<file path="src/rtl/usbpd_tx_retry_ctl.sv">
// USB PD protocol-layer transmit controller: launches one message on the PHY, waits for a matching GoodCRC, retries up to NRETRY times, and keeps per-SOP MessageID counters.
// Latency: an accepted tx_req gives tx_busy next cycle and phy_start the cycle after (line idle); each result pulse comes one cycle after the deciding rx_vld/timeout.
// Backpressure: tx_req is ignored while tx_busy; phy_start waits for cc_idle. USBPD_TXRETRY_SOPP_EN enables separate SOP'/SOP'' counters.
module usbpd_tx_retry_ctl #(
  parameter int TRCV_US = 1000,  // GoodCRC wait window in tick_us ticks (900..1100)
  parameter int NRETRY  = 2      // retries after the first attempt
) (
  input  logic        clk,
  input  logic        rst,
  input  logic        tick_us,
  input  logic        tx_req,
  input  logic [1:0]  tx_sop,
  output logic        tx_busy,
  output logic [2:0]  tx_msgid,
  output logic        phy_start,
  input  logic        phy_done,
  input  logic        cc_idle,
  input  logic        rx_vld,
  input  logic        rx_crc_ok,
  input  logic [1:0]  rx_sop,
  input  logic [15:0] rx_hdr,
  input  logic        msgid_clr,
  output logic        done_ok,
  output logic        done_fail,
  output logic        done_discard
);

  localparam int TW = $clog2(TRCV_US + 1);
  localparam int RW = (NRETRY > 0) ? $clog2(NRETRY + 1) : 1;
`ifdef USBPD_TXRETRY_SOPP_EN
  localparam int NSOP = 3;
`else
  localparam int NSOP = 1;
`endif

  typedef enum logic [2:0] {IDLE, WAIT_LINE, SEND, WAIT_CRC, FINISH} state_t;

  state_t        state, state_nxt;
  logic [1:0]    sop_q, sop_nxt;
  logic [2:0]    id_q, id_nxt;
  logic [TW-1:0] timer_q, timer_nxt;
  logic [RW-1:0] retry_q, retry_nxt;
  logic          clr_seen_q, clr_seen_nxt;
  logic [2:0]    cnt_q [NSOP];
  logic          inc_en;
  logic          phy_start_nxt, ok_nxt, fail_nxt, disc_nxt;
  logic          sop_legal;
  logic [2:0]    req_id;
  logic          rx_hit, gcrc_type, gcrc_match, timeout;
  logic          unused_hdr;

  // Header bits that play no part in GoodCRC recognition.
  assign unused_hdr = ^{rx_hdr[15], rx_hdr[8:5]};

`ifdef USBPD_TXRETRY_SOPP_EN
  assign sop_legal = (tx_sop != 2'd3);
`else
  assign sop_legal = (tx_sop == 2'd0);
`endif

  // Counter value a new request on tx_sop would be sent with.
  always_comb begin
    req_id = cnt_q[0];
`ifdef USBPD_TXRETRY_SOPP_EN
    if (tx_sop == 2'd1)      req_id = cnt_q[1];
    else if (tx_sop == 2'd2) req_id = cnt_q[2];
`endif
  end

  assign tx_busy  = (state != IDLE);
  assign tx_msgid = (state == IDLE) ? req_id : id_q;

  // A packet on our SOP with good CRC. A GoodCRC-type header with the wrong
  // MessageID is stale and simply ignored; any other message pre-empts us.
  assign rx_hit     = rx_vld & rx_crc_ok & (rx_sop == sop_q);
  assign gcrc_type  = (rx_hdr[4:0] == 5'b00001) & (rx_hdr[14:12] == 3'd0);
  assign gcrc_match = rx_hit & gcrc_type & (rx_hdr[11:9] == id_q);
  assign timeout    = (timer_q == TW'(TRCV_US));

  // Next-state, datapath updates and registered result/launch pulses.
  always_comb begin
    state_nxt     = state;
    sop_nxt       = sop_q;
    id_nxt        = id_q;
    timer_nxt     = timer_q;
    retry_nxt     = retry_q;
    clr_seen_nxt  = clr_seen_q | msgid_clr;
    inc_en        = 1'b0;
    phy_start_nxt = 1'b0;
    ok_nxt        = 1'b0;
    fail_nxt      = 1'b0;
    disc_nxt      = 1'b0;
    case (state)
      IDLE: begin
        clr_seen_nxt = msgid_clr;
        if (tx_req) begin
          if (sop_legal) begin
            sop_nxt   = tx_sop;
            id_nxt    = req_id;
            retry_nxt = '0;
            state_nxt = WAIT_LINE;
          end else begin
            fail_nxt = 1'b1;
          end
        end
      end
      WAIT_LINE: begin
        if (cc_idle) begin
          phy_start_nxt = 1'b1;
          state_nxt     = SEND;
        end
      end
      SEND: begin
        // Receive activity here is our own transmission echoed back.
        if (phy_done) begin
          timer_nxt = '0;
          state_nxt = WAIT_CRC;
        end
      end
      WAIT_CRC: begin
        if (tick_us && !timeout) timer_nxt = timer_q + TW'(1);
        // A counter cleared during the transaction stays cleared: the next
        // message after a soft/hard reset must start from ID 0.
        if (gcrc_match) begin
          ok_nxt    = 1'b1;
          inc_en    = ~clr_seen_q;
          state_nxt = FINISH;
        end else if (rx_hit && !gcrc_type) begin
          disc_nxt  = 1'b1;
          state_nxt = FINISH;
        end else if (timeout) begin
          if (retry_q < RW'(NRETRY)) begin
            retry_nxt = retry_q + RW'(1);
            state_nxt = WAIT_LINE;
          end else begin
            fail_nxt  = 1'b1;
            inc_en    = ~clr_seen_q;
            state_nxt = FINISH;
          end
        end
      end
      FINISH: state_nxt = IDLE;
      default: state_nxt = IDLE;
    endcase
  end

  // State, transaction context and output pulse registers.
  always_ff @(posedge clk or posedge rst) begin
    if (rst) begin
      state        <= IDLE;
      sop_q        <= 2'd0;
      id_q         <= 3'd0;
      timer_q      <= '0;
      retry_q      <= '0;
      clr_seen_q   <= 1'b0;
      phy_start    <= 1'b0;
      done_ok      <= 1'b0;
      done_fail    <= 1'b0;
      done_discard <= 1'b0;
    end else begin
      state        <= state_nxt;
      sop_q        <= sop_nxt;
      id_q         <= id_nxt;
      timer_q      <= timer_nxt;
      retry_q      <= retry_nxt;
      clr_seen_q   <= clr_seen_nxt;
      phy_start    <= phy_start_nxt;
      done_ok      <= ok_nxt;
      done_fail    <= fail_nxt;
      done_discard <= disc_nxt;
    end
  end

  // MessageID counters; a clear beats a coincident increment.
  always_ff @(posedge clk or posedge rst) begin
    if (rst) begin
      for (int i = 0; i < NSOP; i++) cnt_q[i] <= 3'd0;
    end else begin
      for (int i = 0; i < NSOP; i++) begin
        if (msgid_clr)                       cnt_q[i] <= 3'd0;
        else if (inc_en && sop_q == 2'(i))   cnt_q[i] <= cnt_q[i] + 3'd1;
      end
    end
  end

endmodule

</file>
<file path="config.mk">
export PLATFORM = sky130hd
export DESIGN_NAME = usbpd_tx_retry_ctl
export DESIGN_NICKNAME = d
export VERILOG_FILES = /design/src/rtl/usbpd_tx_retry_ctl.sv
export SDC_FILE = /design/constraint.sdc
export NUM_CORES = 1
export LEC_CHECK = 0
export BUFFER_PORTS_ARGS = -buffer_cell sky130_fd_sc_hd__buf_2
export CORE_MARGIN = 2
export CORE_UTILIZATION = 40
export DETAILED_ROUTE_END_ITERATION = 7
export GPL_TIMING_DRIVEN = 1
export PLACE_DENSITY_LB_ADDON = 0.12
export SYNTH_ARGS = -nofsm -noshare
export SYNTH_HDL_FRONTEND = slang
export SYNTH_SLANG_ARGS = --single-unit
</file>
<file path="constraint.sdc">
create_clock -name clk -period 2.25 [get_ports clk]
set_input_delay 0.45 -clock clk [delete_from_list [all_inputs] [get_ports clk]]
set_output_delay 0.45 -clock clk [all_outputs]
set_load 0.1 [all_outputs]
</file>
==> results.md, run 1 <==
- Status: complete, no violations
- Data arrival time of the critical path: 1.64 ns
- CTS buffer count: 3
- Worst slew margin: 0.677
- Global-route wire length before repair: 5.60 mm
- Skew final: 0.00173 ns
- Post-synthesis register bit count: 28
- Max VDD drop: 0.372 mV
- Critical-path cell list: nor3_4, buf_12, clkinvlp_4, nand2_1, nand2_4, buf_2
- DP HPWL: 2.61 mm
- Final wirelength: 3.37 mm
- Total core area: 0.00394 mm^2
- Fin util: 0.493
- Final setup violation count: 0
- Worst Path Class, Setup: register to output port
- Design Power: 1580 uW
- Pwr dens: 813 mW/mm^2
- Die H: 67.6 um
- Dpl ws: 0.256 ns
- H-Tree Depth: 1
- Clock Root Buffer: clkbuf_8
- Area leader, netlist: dfrtp_1
- RD Place Congestion: 0.718
- Pin count of the biggest net entering global routing: 29
- CTS tree: built
- DRC: 0
- Antenna cells: 0
- Gr usage total: 0.163
- Reg2reg path depth: 7
- Ys Warns: 0
- Worst-Skew Late Latency: 0.27 ns
- Final hold vios: 0
- Max_cap viols: 0
- Data required, critical path: 1.80 ns
- Die area: 0.00458 mm^2
- # fillers: 368
- Synth top area cells: dfrtp_1, xor2_1, nand2_1
- CP max stage delay: 0.43 ns
- Final Max Tran Viols: 0
- Worst Setup End Kind: output port
- Clock sink total: 28
- Seq/Total Area, Yosys: 0.432
- Top-area cell type share of the netlist area: 0.432
- Initial antenna violation count: 0
- FMAX: 0.478 GHz
- Routed Antenna Nets: 0
- Pre-antenna DRT Iters: 4
- CTS clk-pin slew, worst paths: 0.10 ns
- Minimum clock period after layout: 2.09 ns
- Critical-path top delay cell: dfrtp_1
- Unrepaired setup endpoints after global routing: false
- R2r setup slk: 0.31 ns
- Startpoint types: register
- Total Nets Final: 232
- Synthesized area per cell: 10.1 um^2
- Hold_ws: 0.225 ns
- Wire length per cell: 13.6 um
- Tcrit/Tclk final: 0.930
- Synth async-reset ratio: 1.00
- IO Pins: 37
- Most used DFF post-synth: dfrtp_1
- Worst Path Max Fanout: 6
- Post-synth top cells: dfrtp_1, nand2_1, nor2_1, xor2_1, inv_1
- Port Buffer Count: 31
- Unique cell type count in the Yosys netlist: 41
- Vias in the first global route: 1253
- EDFF count, synth: 0
- Fin worst setup slack: 0.156 ns
- Initial Util: 0.411
- RR Endpoint: timer_q[4]$_DFFE_PP0P_
- Finished layout cell area: 0.00194 mm^2
- Lkg Pwr: 0.000933 uW
- Die width: 67.6 um
- Core Rows: 23
- Most common cell in the netlist: dfrtp_1
- Gr ovfl total: 0
- Post-DR vias/cell: 5.15
- Layout cells sized above 1: 0.318
- Worst-margin pin slew: 0.488 ns
- Area grow syn2layout: 19.8%
- Vias: 1276
- Placed inst area: 0.00188 mm^2
- Reg-to-Reg Start: timer_q[0]$_DFFE_PP0P_
- Starting DRT DRC Count: 54
- Post-synthesis cell area: 0.00162 mm^2
- Syn Inst Count: 160
- Post-Syn Nets: 192
- CTS Buffer Depth: 2
- Worst hold-check path type: primary input to asynchronous set/reset pin
==> registers in the layout, summed over array words and instances, names as in the netlist <==
register,flops
timer_q,10
cnt_q,3
id_q,3
state,3
retry_q,2
sop_q,2
clr_seen_q,1
done_discard,1
done_fail,1
done_ok,1
phy_start,1
==> critical path: cells and delay by family (launching register included) <==
kind	cells	cell delay [ns]
and+or+nand+nor	3	0.40
buffers and inverters	3	0.52
DFF	1	0.43
==> area by class of cell <==
type | instances | area (um^2) | share of cell area
inverter | 7 | 30.0 | 0.0155
sequential | 28 | 701 | 0.361
tap | 50 | 62.6 | 0.0322
clock buffer | 3 | 41.3 | 0.0213
multi-input combinational | 123 | 895 | 0.461
timing repair buffer | 37 | 213 | 0.110
==> how the worst max path moves through the flow <==
stage                                    start  cells after the start                    to
after CTS                 state[2]$_DFFE_PP0P_                      5           tx_msgid[2]
after global routing      state[1]$_DFFE_PP0P_                      6           tx_msgid[1]
after global placement               rx_hdr[1]                      6  cnt_q[0]$_DFFE_PP0P_
after floorplan           state[0]$_DFFE_PP0P_                      5           tx_msgid[0]
final                     state[1]$_DFFE_PP0P_                      6           tx_msgid[2]
after detailed placement             rx_hdr[1]                      6  cnt_q[2]$_DFFE_PP0P_
==> report_power, final <==
| part | switching (uW) | total, uW | internal (uW) | leakage (uW) |
|---|---|---|---|---|
| combinational | 423 | 671 | 248 | 0.000534 |
| sequential | 63.8 | 631 | 567 | 0.000377 |
| clock | 157 | 278 | 120 | 0.0000216 |
| total | 644 | 1580 | 936 | 0.000933 |
==> metal layers <==
metal | track usage | routed length [um] | up-vias
met5 | 0 | 0 | -
met3 | 0.0217 | 129 | 2
met2 | 0.272 | 1640 | 31
met4 | 0.0536 | 19 | 0
met1 | 0.216 | 1580 | 602
li1 | - | - | 641
==> timing repair <==
| action | in CTS | in global routing |
|---|---|---|
| resized for setup | 0 | 0 |
| buffers inserted | 0 | 1 |
| endpoints found under the setup margin | 0 | 3 |
| hold buffers | 0 | 0 |
==> cells by family (layout without fill, tap and decap cells) <==
family                   count (synthesis)  in the layout  synth area share
AO/OA/AOI/OAI                           19             19            0.0842
multiplexers                             8              8            0.0541
buffers and inverters                    9             47            0.0332
adder cells (fa/ha/maj)                  3              3            0.0232
XOR/XNOR                                10             10            0.0541
AND/OR/NAND/NOR                         83             83             0.319
flip-flops                              28             28             0.432
==> stage by stage <==
| stage | cells | TNS, ns |
|---|---|---|
| floorplan | 160 | -0.00787 |
| detailed placement | 244 | 0 |
| global route | 248 | 0 |
| global placement | 244 | 0 |
| CTS | 247 | 0 |
| finish | 248 | 0 |
==> placed cells by master (no fill, tap or decap), types with 3 or more instances in the layout <==
cell type / n
nand4_1: 4
nand2b_1: 3
and2_1: 4
nand2_1: 20
nand3b_1: 3
nor2_1: 14
nor2b_1: 3
nand2_4: 3
clkbuf_8: 3
nand3_1: 4
o21ai_0: 6
mux2_2: 5
ha_1: 3
nor3_1: 4
o21a_1: 3
inv_1: 6
dfrtp_1: 28
buf_2: 31
and3_2: 3
buf_4: 5
xor2_1: 10
and3_1: 4
No activity file was read; power rests on OpenSTA's default activity.
==> run 2, diff against run 1 <==
--- a/config.mk
+++ b/config.mk
@@ -7,7 +7,7 @@
 export LEC_CHECK = 0
 export BUFFER_PORTS_ARGS = -buffer_cell sky130_fd_sc_hd__buf_2
 export CORE_MARGIN = 2
-export CORE_UTILIZATION = 40
+export CORE_UTILIZATION = 30
 export DETAILED_ROUTE_END_ITERATION = 7
 export GPL_TIMING_DRIVEN = 1
 export PLACE_DENSITY_LB_ADDON = 0.12
==> results.md, run 2 (synthesis gave the netlist of run 1 again) <==
- Final wirelength: 3.46 mm (was 3.37 mm)
- Vias: 1279 (was 1276)
- Footprint of the multi-input gates: 895 um^2 (unchanged)
- Worst-Skew Late Latency: 0.28 ns (was 0.27 ns)
- Dpl ws: 0.305 ns (was 0.256 ns)
- Comb pwr share: 0.382 (was 0.425)
- H-Tree Depth: 1 (unchanged)
- DRC: 0 (unchanged)
- M1 WL: 1.65 mm (was 1.58 mm)
- Max VDD drop: 0.650 mV (was 0.372 mV)
- Worst hold-check path type: primary input to asynchronous set/reset pin (unchanged)
- # fillers: 514 (was 368)
- IO Pins: 37 (unchanged)
- Core Rows: 26 (was 23)
- Antenna cells: 0 (unchanged)
- CTS Buffer Depth: 2 (unchanged)
- Clock Root Buffer: clkbuf_8 (unchanged)
- Clk network pwr share: 0.239 (was 0.176)
- Max reg flops: 10 (unchanged)
- CP max stage delay: 0.42 ns (was 0.43 ns)
- Final setup violation count: 0 (unchanged)
- Total Nets Final: 231 (was 232)
- Worst Path Max Fanout: 5 (was 6)
- Power share of the sequential group: 0.379 (was 0.399)
- Startpoint types: register (unchanged)
- Bufs and invs on worst path: 2 (was 3)
- Register cell area after layout: 701 um^2 (unchanged)
- Port Buffer Count: 31 (unchanged)
- Worst Path Class, Setup: register to output port (unchanged)
- Pre-antenna DRT Iters: 4 (unchanged)
- Initial antenna violation count: 0 (unchanged)
- DP HPWL: 2.69 mm (was 2.61 mm)
- Area grow syn2layout: 22.0% (was 19.8%)
- Data arrival time of the critical path: 1.73 ns (was 1.64 ns)
- Initial Util: 0.313 (was 0.411)
- Layout cells sized above 1: 0.318 (unchanged)
- Placed inst area: 0.00190 mm^2 (was 0.00188 mm^2)
- Skew final: 0.0102 ns (was 0.00173 ns)
- Cts hold-fix bufs: 0 (unchanged)
- Unrepaired setup endpoints after global routing: false (unchanged)
- Die H: 77.5 um (was 67.6 um)
- Switching share of power: 0.383 (was 0.408)
- Post-DR vias/cell: 4.77 (was 5.15)
- CTS buffer count: 3 (unchanged)
- Pin count of the biggest net entering global routing: 29 (unchanged)
- Finished layout cell area: 0.00198 mm^2 (was 0.00194 mm^2)
- Leading cell type in the layout, fill and taps excluded: buf_2 (unchanged)
- Final Max Tran Viols: 0 (unchanged)
- Wire length per cell: 12.9 um (was 13.6 um)
- Starting DRT DRC Count: 82 (was 54)
- PostCTS Resize Cnt: 0 (unchanged)
- Top reg by flops: timer_q (unchanged)
- Clock sink total: 28 (unchanged)
- Critical-path top delay cell: dfrtp_1 (unchanged)
- Lkg Pwr: 0.000938 uW (was 0.000933 uW)
- RD Place Congestion: 0.729 (was 0.718)
- Met3 wire length: 125 um (was 129 um)
- Tcrit/Tclk final: 0.970 (was 0.930)
- FMAX: 0.458 GHz (was 0.478 GHz)
- Vias in the first global route: 1302 (was 1253)
- Gr usage total: 0.124 (was 0.163)
- Die area: 0.00600 mm^2 (was 0.00458 mm^2)
- Die width: 77.5 um (was 67.6 um)
- Data required, critical path: 1.80 ns (about the same)
- Hold_ws: 0.224 ns (was 0.225 ns)
- Critical-path cell list: nor3_4, clkinvlp_4, nand2_1, nand2_4, buf_2 (was nor3_4, buf_12, clkinvlp_4, nand2_1, nand2_4, buf_2)
- Pwr dens: 836 mW/mm^2 (was 813 mW/mm^2)
- Worst Setup End Kind: output port (unchanged)
- Worst-margin pin slew: 0.490 ns (was 0.488 ns)
- Pint: 1020 uW (was 936 uW)
- Total core area: 0.00517 mm^2 (was 0.00394 mm^2)
- Max_cap viols: 0 (unchanged)
- Routed Antenna Nets: 0 (unchanged)
- Met2 routed wirelength: 1.63 mm (was 1.64 mm)
- Final hold vios: 0 (unchanged)
- Minimum clock period after layout: 2.18 ns (was 2.09 ns)
- Most frequent cells in the layout: buf_2, dfrtp_1, nand2_1, nor2_1, xor2_1 (unchanged)
- CTS clk-pin slew, worst paths: 0.10 ns (about the same)
- Status: complete, no violations (unchanged)
- CTS tree: built (unchanged)
- Fin worst setup slack: 0.0669 ns (was 0.156 ns)
- CP top delay family: simple AND/OR/NAND/NOR gates (was buffers and inverters)
- Global-route wire length before repair: 6.01 mm (was 5.60 mm)
- Worst slew margin: 0.676 (was 0.677)
- Gr ovfl total: 0 (unchanged)
- DR top layer: met4 (unchanged)
- NetSw: 633 uW (was 644 uW)
run 2: changes by cell type in the layout (fill, tap and decap cells not counted), sizes merged:
cell    delta
bufinv     +1
buf        -1
run 2: timing repair:
item | CTS | global route
buffers inserted | 0 | 1
setup endpoints to repair | 0 | 3
hold endpoints to repair | 0 | 0
run 2: path summary, 6_finish.rpt:
path / start / to / slack [ns] / depth (start not counted)
max: state[2]$_DFFE_PP0P_ / tx_msgid[2] / 0.07 / 5
min: rst / timer_q[2]$_DFFE_PP0P_ / 0.22 / 3
max reg2reg: timer_q[0]$_DFFE_PP0P_ / timer_q[4]$_DFFE_PP0P_ / 0.35 / 7
min reg2reg: retry_q[0]$_DFFE_PP0P_ / retry_q[0]$_DFFE_PP0P_ / 0.50 / 1
max in group asynchronous: rst / cnt_q[0]$_DFFE_PP0P_ / 1.74 / 3
min in group clk: cc_idle / phy_start$_DFF_PP0_ / 0.43 / 3
run 2: area by class of cell:
cell class | count | share of cell area
clock buffer | 3 | 0.0209
clock inverter | 1 | 0.0152
inverter | 7 | 0.0152
multi-input combinational | 123 | 0.453
sequential | 28 | 0.354
tap | 70 | 0.0443
timing repair buffer | 36 | 0.0975
run 2: worst register-to-register path, delay by kind of cell (launching register included):
family / cells / cell delay, ns
DFF: 1 / 0.41
and+or+nand+nor: 4 / 0.85
adders and majority gates: 1 / 0.21
buffers and inverters: 1 / 0.06
AOI/OAI and AO/OA: 1 / 0.34
run 2: metal layers:
layer  up-vias  global-route usage
met5         -                   0
met4         0              0.0357
met3         4              0.0267
met2        28               0.193
met1       604               0.173
li1        643                   -
run 2: power groups by stage:
stage,combinational (uW),sequential (uW),clock (uW)
global route,695,640,426
CTS,631,628,411
finish,632,626,395
global placement,621,633,0
floorplan,475,672,0
detailed placement,630,639,0
run 2: per-stage QoR:
stage | setup TNS [ns] | util | power [uW] | std cells
floorplan | -0.00787 | - | 1150 | 160
global placement | 0 | 0.367 | 1250 | 263
detailed placement | 0 | 0.367 | 1270 | 263
CTS | 0 | 0.381 | 1670 | 267
global route | 0 | 0.382 | 1760 | 268
finish | 0 | 0.382 | 1650 | 268
==> run 3, diff against run 2 <==
--- a/config.mk
+++ b/config.mk
@@ -6,11 +6,13 @@
 export NUM_CORES = 1
 export LEC_CHECK = 0
 export BUFFER_PORTS_ARGS = -buffer_cell sky130_fd_sc_hd__buf_2
+export CORE_ASPECT_RATIO = 1.4
 export CORE_MARGIN = 2
 export CORE_UTILIZATION = 30
 export DETAILED_ROUTE_END_ITERATION = 7
 export GPL_TIMING_DRIVEN = 1
 export PLACE_DENSITY_LB_ADDON = 0.12
+export RECOVER_POWER = 50
 export SYNTH_ARGS = -nofsm -noshare
 export SYNTH_HDL_FRONTEND = slang
 export SYNTH_SLANG_ARGS = --single-unit
==> results.md, run 3 (synthesis gave the netlist of run 1 again) <==
- Final wirelength: 3.60 mm (was 3.46 mm)
- Leading cell type in the layout, fill and taps excluded: buf_2 (unchanged)
- Worst slew margin: -0.0469 (was 0.676)
- RD Place Congestion: 0.728 (was 0.729)
- Max reg flops: 10 (unchanged)
- Max_cap viols: 1 (was 0)
- Pwr dens: 856 mW/mm^2 (was 836 mW/mm^2)
- Data required, critical path: 1.80 ns (about the same)
- CTS clk-pin slew, worst paths: 0.11 ns (was 0.10 ns)
- Design Power: 1700 uW (was 1650 uW)
- CTS tree: built (unchanged)
- CTS Buffer Depth: 2 (unchanged)
- # fillers: 541 (was 514)
- Vias in the first global route: 1314 (was 1302)
- Starting DRT DRC Count: 30 (was 82)
- Clock sink total: 28 (unchanged)
- CP top delay family: buffers and inverters (was simple AND/OR/NAND/NOR gates)
- Initial Util: 0.312 (was 0.313)
- PostCTS Resize Cnt: 0 (unchanged)
- Worst-Skew Late Latency: 0.28 ns (about the same)
- Final Max Tran Viols: 29 (was 0)
- Die width: 66.1 um (was 77.5 um)
- Layout cells sized above 1: 0.312 (was 0.318)
- Worst-margin pin slew: 1.57 ns (was 0.490 ns)
- Final setup violation count: 0 (unchanged)
- Worst hold-check path type: primary input to register (was primary input to asynchronous set/reset pin)
- FMAX: 0.472 GHz (was 0.458 GHz)
- Antenna cells: 0 (unchanged)
- Worst Path Class, Setup: register to output port (unchanged)
- Top reg by flops: timer_q (unchanged)
- Minimum clock period after layout: 2.12 ns (was 2.18 ns)
- DP HPWL: 2.83 mm (was 2.69 mm)
- Setup TNS: 0 ns (unchanged)
- Cts hold-fix bufs: 0 (unchanged)
- Critical-path top delay cell: dfrtp_1 (unchanged)
- Skew final: 0.0116 ns (was 0.0102 ns)
- Hold_ws: 0.411 ns (was 0.224 ns)
- Worst Setup End Kind: output port (unchanged)
- Most frequent cells in the layout: buf_2, dfrtp_1, nand2_1, nor2_1, xor2_1 (unchanged)
- Worst Path Max Fanout: 6 (was 5)
- Port Buffer Count: 31 (unchanged)
- CTS buffer count: 3 (unchanged)
- Die area: 0.00601 mm^2 (was 0.00600 mm^2)
- Dpl ws: 0.240 ns (was 0.305 ns)
- Clock Root Buffer: clkbuf_8 (unchanged)
- Unrepaired setup endpoints after global routing: false (unchanged)
- Bufs and invs on worst path: 3 (was 2)
- Failing checks: max-capacitance violations, max-slew violations
- Lkg Pwr: 0.000939 uW (was 0.000938 uW)
- Gr ovfl total: 0 (unchanged)
- Critical-path cell list: nor3_4, buf_12, clkinvlp_4, nand2_1, nand2_4, buf_2 (was nor3_4, clkinvlp_4, nand2_1, nand2_4, buf_2)
- Data arrival time of the critical path: 1.67 ns (was 1.73 ns)
- Die H: 91.0 um (was 77.5 um)
- Fin worst setup slack: 0.130 ns (was 0.0669 ns)
- Wire length per cell: 13.6 um (was 12.9 um)
- Global-route wire length before repair: 6.07 mm (was 6.01 mm)
- Total core area: 0.00520 mm^2 (was 0.00517 mm^2)
- Initial antenna violation count: 0 (unchanged)
- Core Rows: 31 (was 26)
- Pre-antenna DRT Iters: 4 (unchanged)
- Final hold vios: 0 (unchanged)
- IO Pins: 37 (unchanged)
- Tcrit/Tclk final: 0.942 (was 0.970)
- Status: finished, violations left (was complete, no violations)
- H-Tree Depth: 1 (unchanged)
- Non-Filler Instances: 265 (was 268)
- Footprint of the multi-input gates: 895 um^2 (unchanged)
- Vias: 1287 (was 1279)
- Pin count of the biggest net entering global routing: 29 (unchanged)
- Total Nets Final: 232 (was 231)
- Post-DR vias/cell: 4.86 (was 4.77)
- Register cell area after layout: 701 um^2 (unchanged)
- Area grow syn2layout: 22.6% (was 22.0%)
- Placed insts: 260 (was 263)
- DRC: 0 (unchanged)
- Gr usage total: 0.130 (was 0.124)
- Routed Antenna Nets: 0 (unchanged)
- CP max stage delay: 0.43 ns (was 0.42 ns)
- Startpoint types: register (unchanged)
- Max VDD drop: 0.350 mV (was 0.650 mV)
run 3: layout make-up:
class / instances / share of cell area
clock buffers: 3 / 0.0208
clock inverters: 1 / 0.0151
inverters: 7 / 0.0151
multi-input cells: 123 / 0.450
flip-flops and latches: 28 / 0.353
well taps: 66 / 0.0416
repair buffers: 37 / 0.105
run 3: worst paths after layout:
kind                                   startpoint                      to  slack [ns]  cells past startpoint
setup / recovery             state[1]$_DFFE_PP0P_             tx_msgid[1]        0.13                      6
hold / removal                            cc_idle     phy_start$_DFF_PP0_        0.41                      3
setup reg to reg           timer_q[0]$_DFFE_PP0P_  timer_q[4]$_DFFE_PP0P_        0.37                      7
hold reg to reg            retry_q[0]$_DFFE_PP0P_  retry_q[0]$_DFFE_PP0P_        0.48                      1
max in group asynchronous                     rst  timer_q[5]$_DFFE_PP0P_        0.65                      3
min in group asynchronous                     rst  timer_q[9]$_DFFE_PP0P_        0.69                      3
run 3: report_power, final:
| group | leakage [uW] | switching (uW) | internal (uW) |
|---|---|---|---|
| clock network | 0.0000357 | 167 | 239 |
| logic | 0.000526 | 421 | 246 |
| registers | 0.000377 | 59.7 | 567 |
| total | 0.000939 | 648 | 1050 |
run 3: repair_timing:
item / in CTS / in global routing
setup buffers: 1 / 0
endpoints found under the hold margin: 0 / 0
endpoints found under the setup margin: 3 / 0
run 3: per-layer routing:
layer,wire (um),part of all wire,track usage
met1,1450,0.40,0.144
met2,1930,0.54,0.238
met3,157,0.044,0.0211
met4,57,0.016,0.0510
met5,0,0,0
run 3: worst register-to-register path, delay by kind of cell, from the launching register on:
family                   cells  cell delay (ns)
adder cells (fa/ha/maj)      1             0.20
AO/OA/AOI/OAI                1             0.33
flip-flops                   1             0.39
buffers and inverters        1             0.06
AND/OR/NAND/NOR              4             0.84
run 3: through the flow:
stage          instance area (um^2)  utilization
6_report                       1990        0.382
4_1_cts                        1990        0.383
3_5_place_dp                   1900        0.366
3_3_place_gp                   1900        0.366
2_1_floorplan                  1650            -
5_1_grt                        1990        0.382
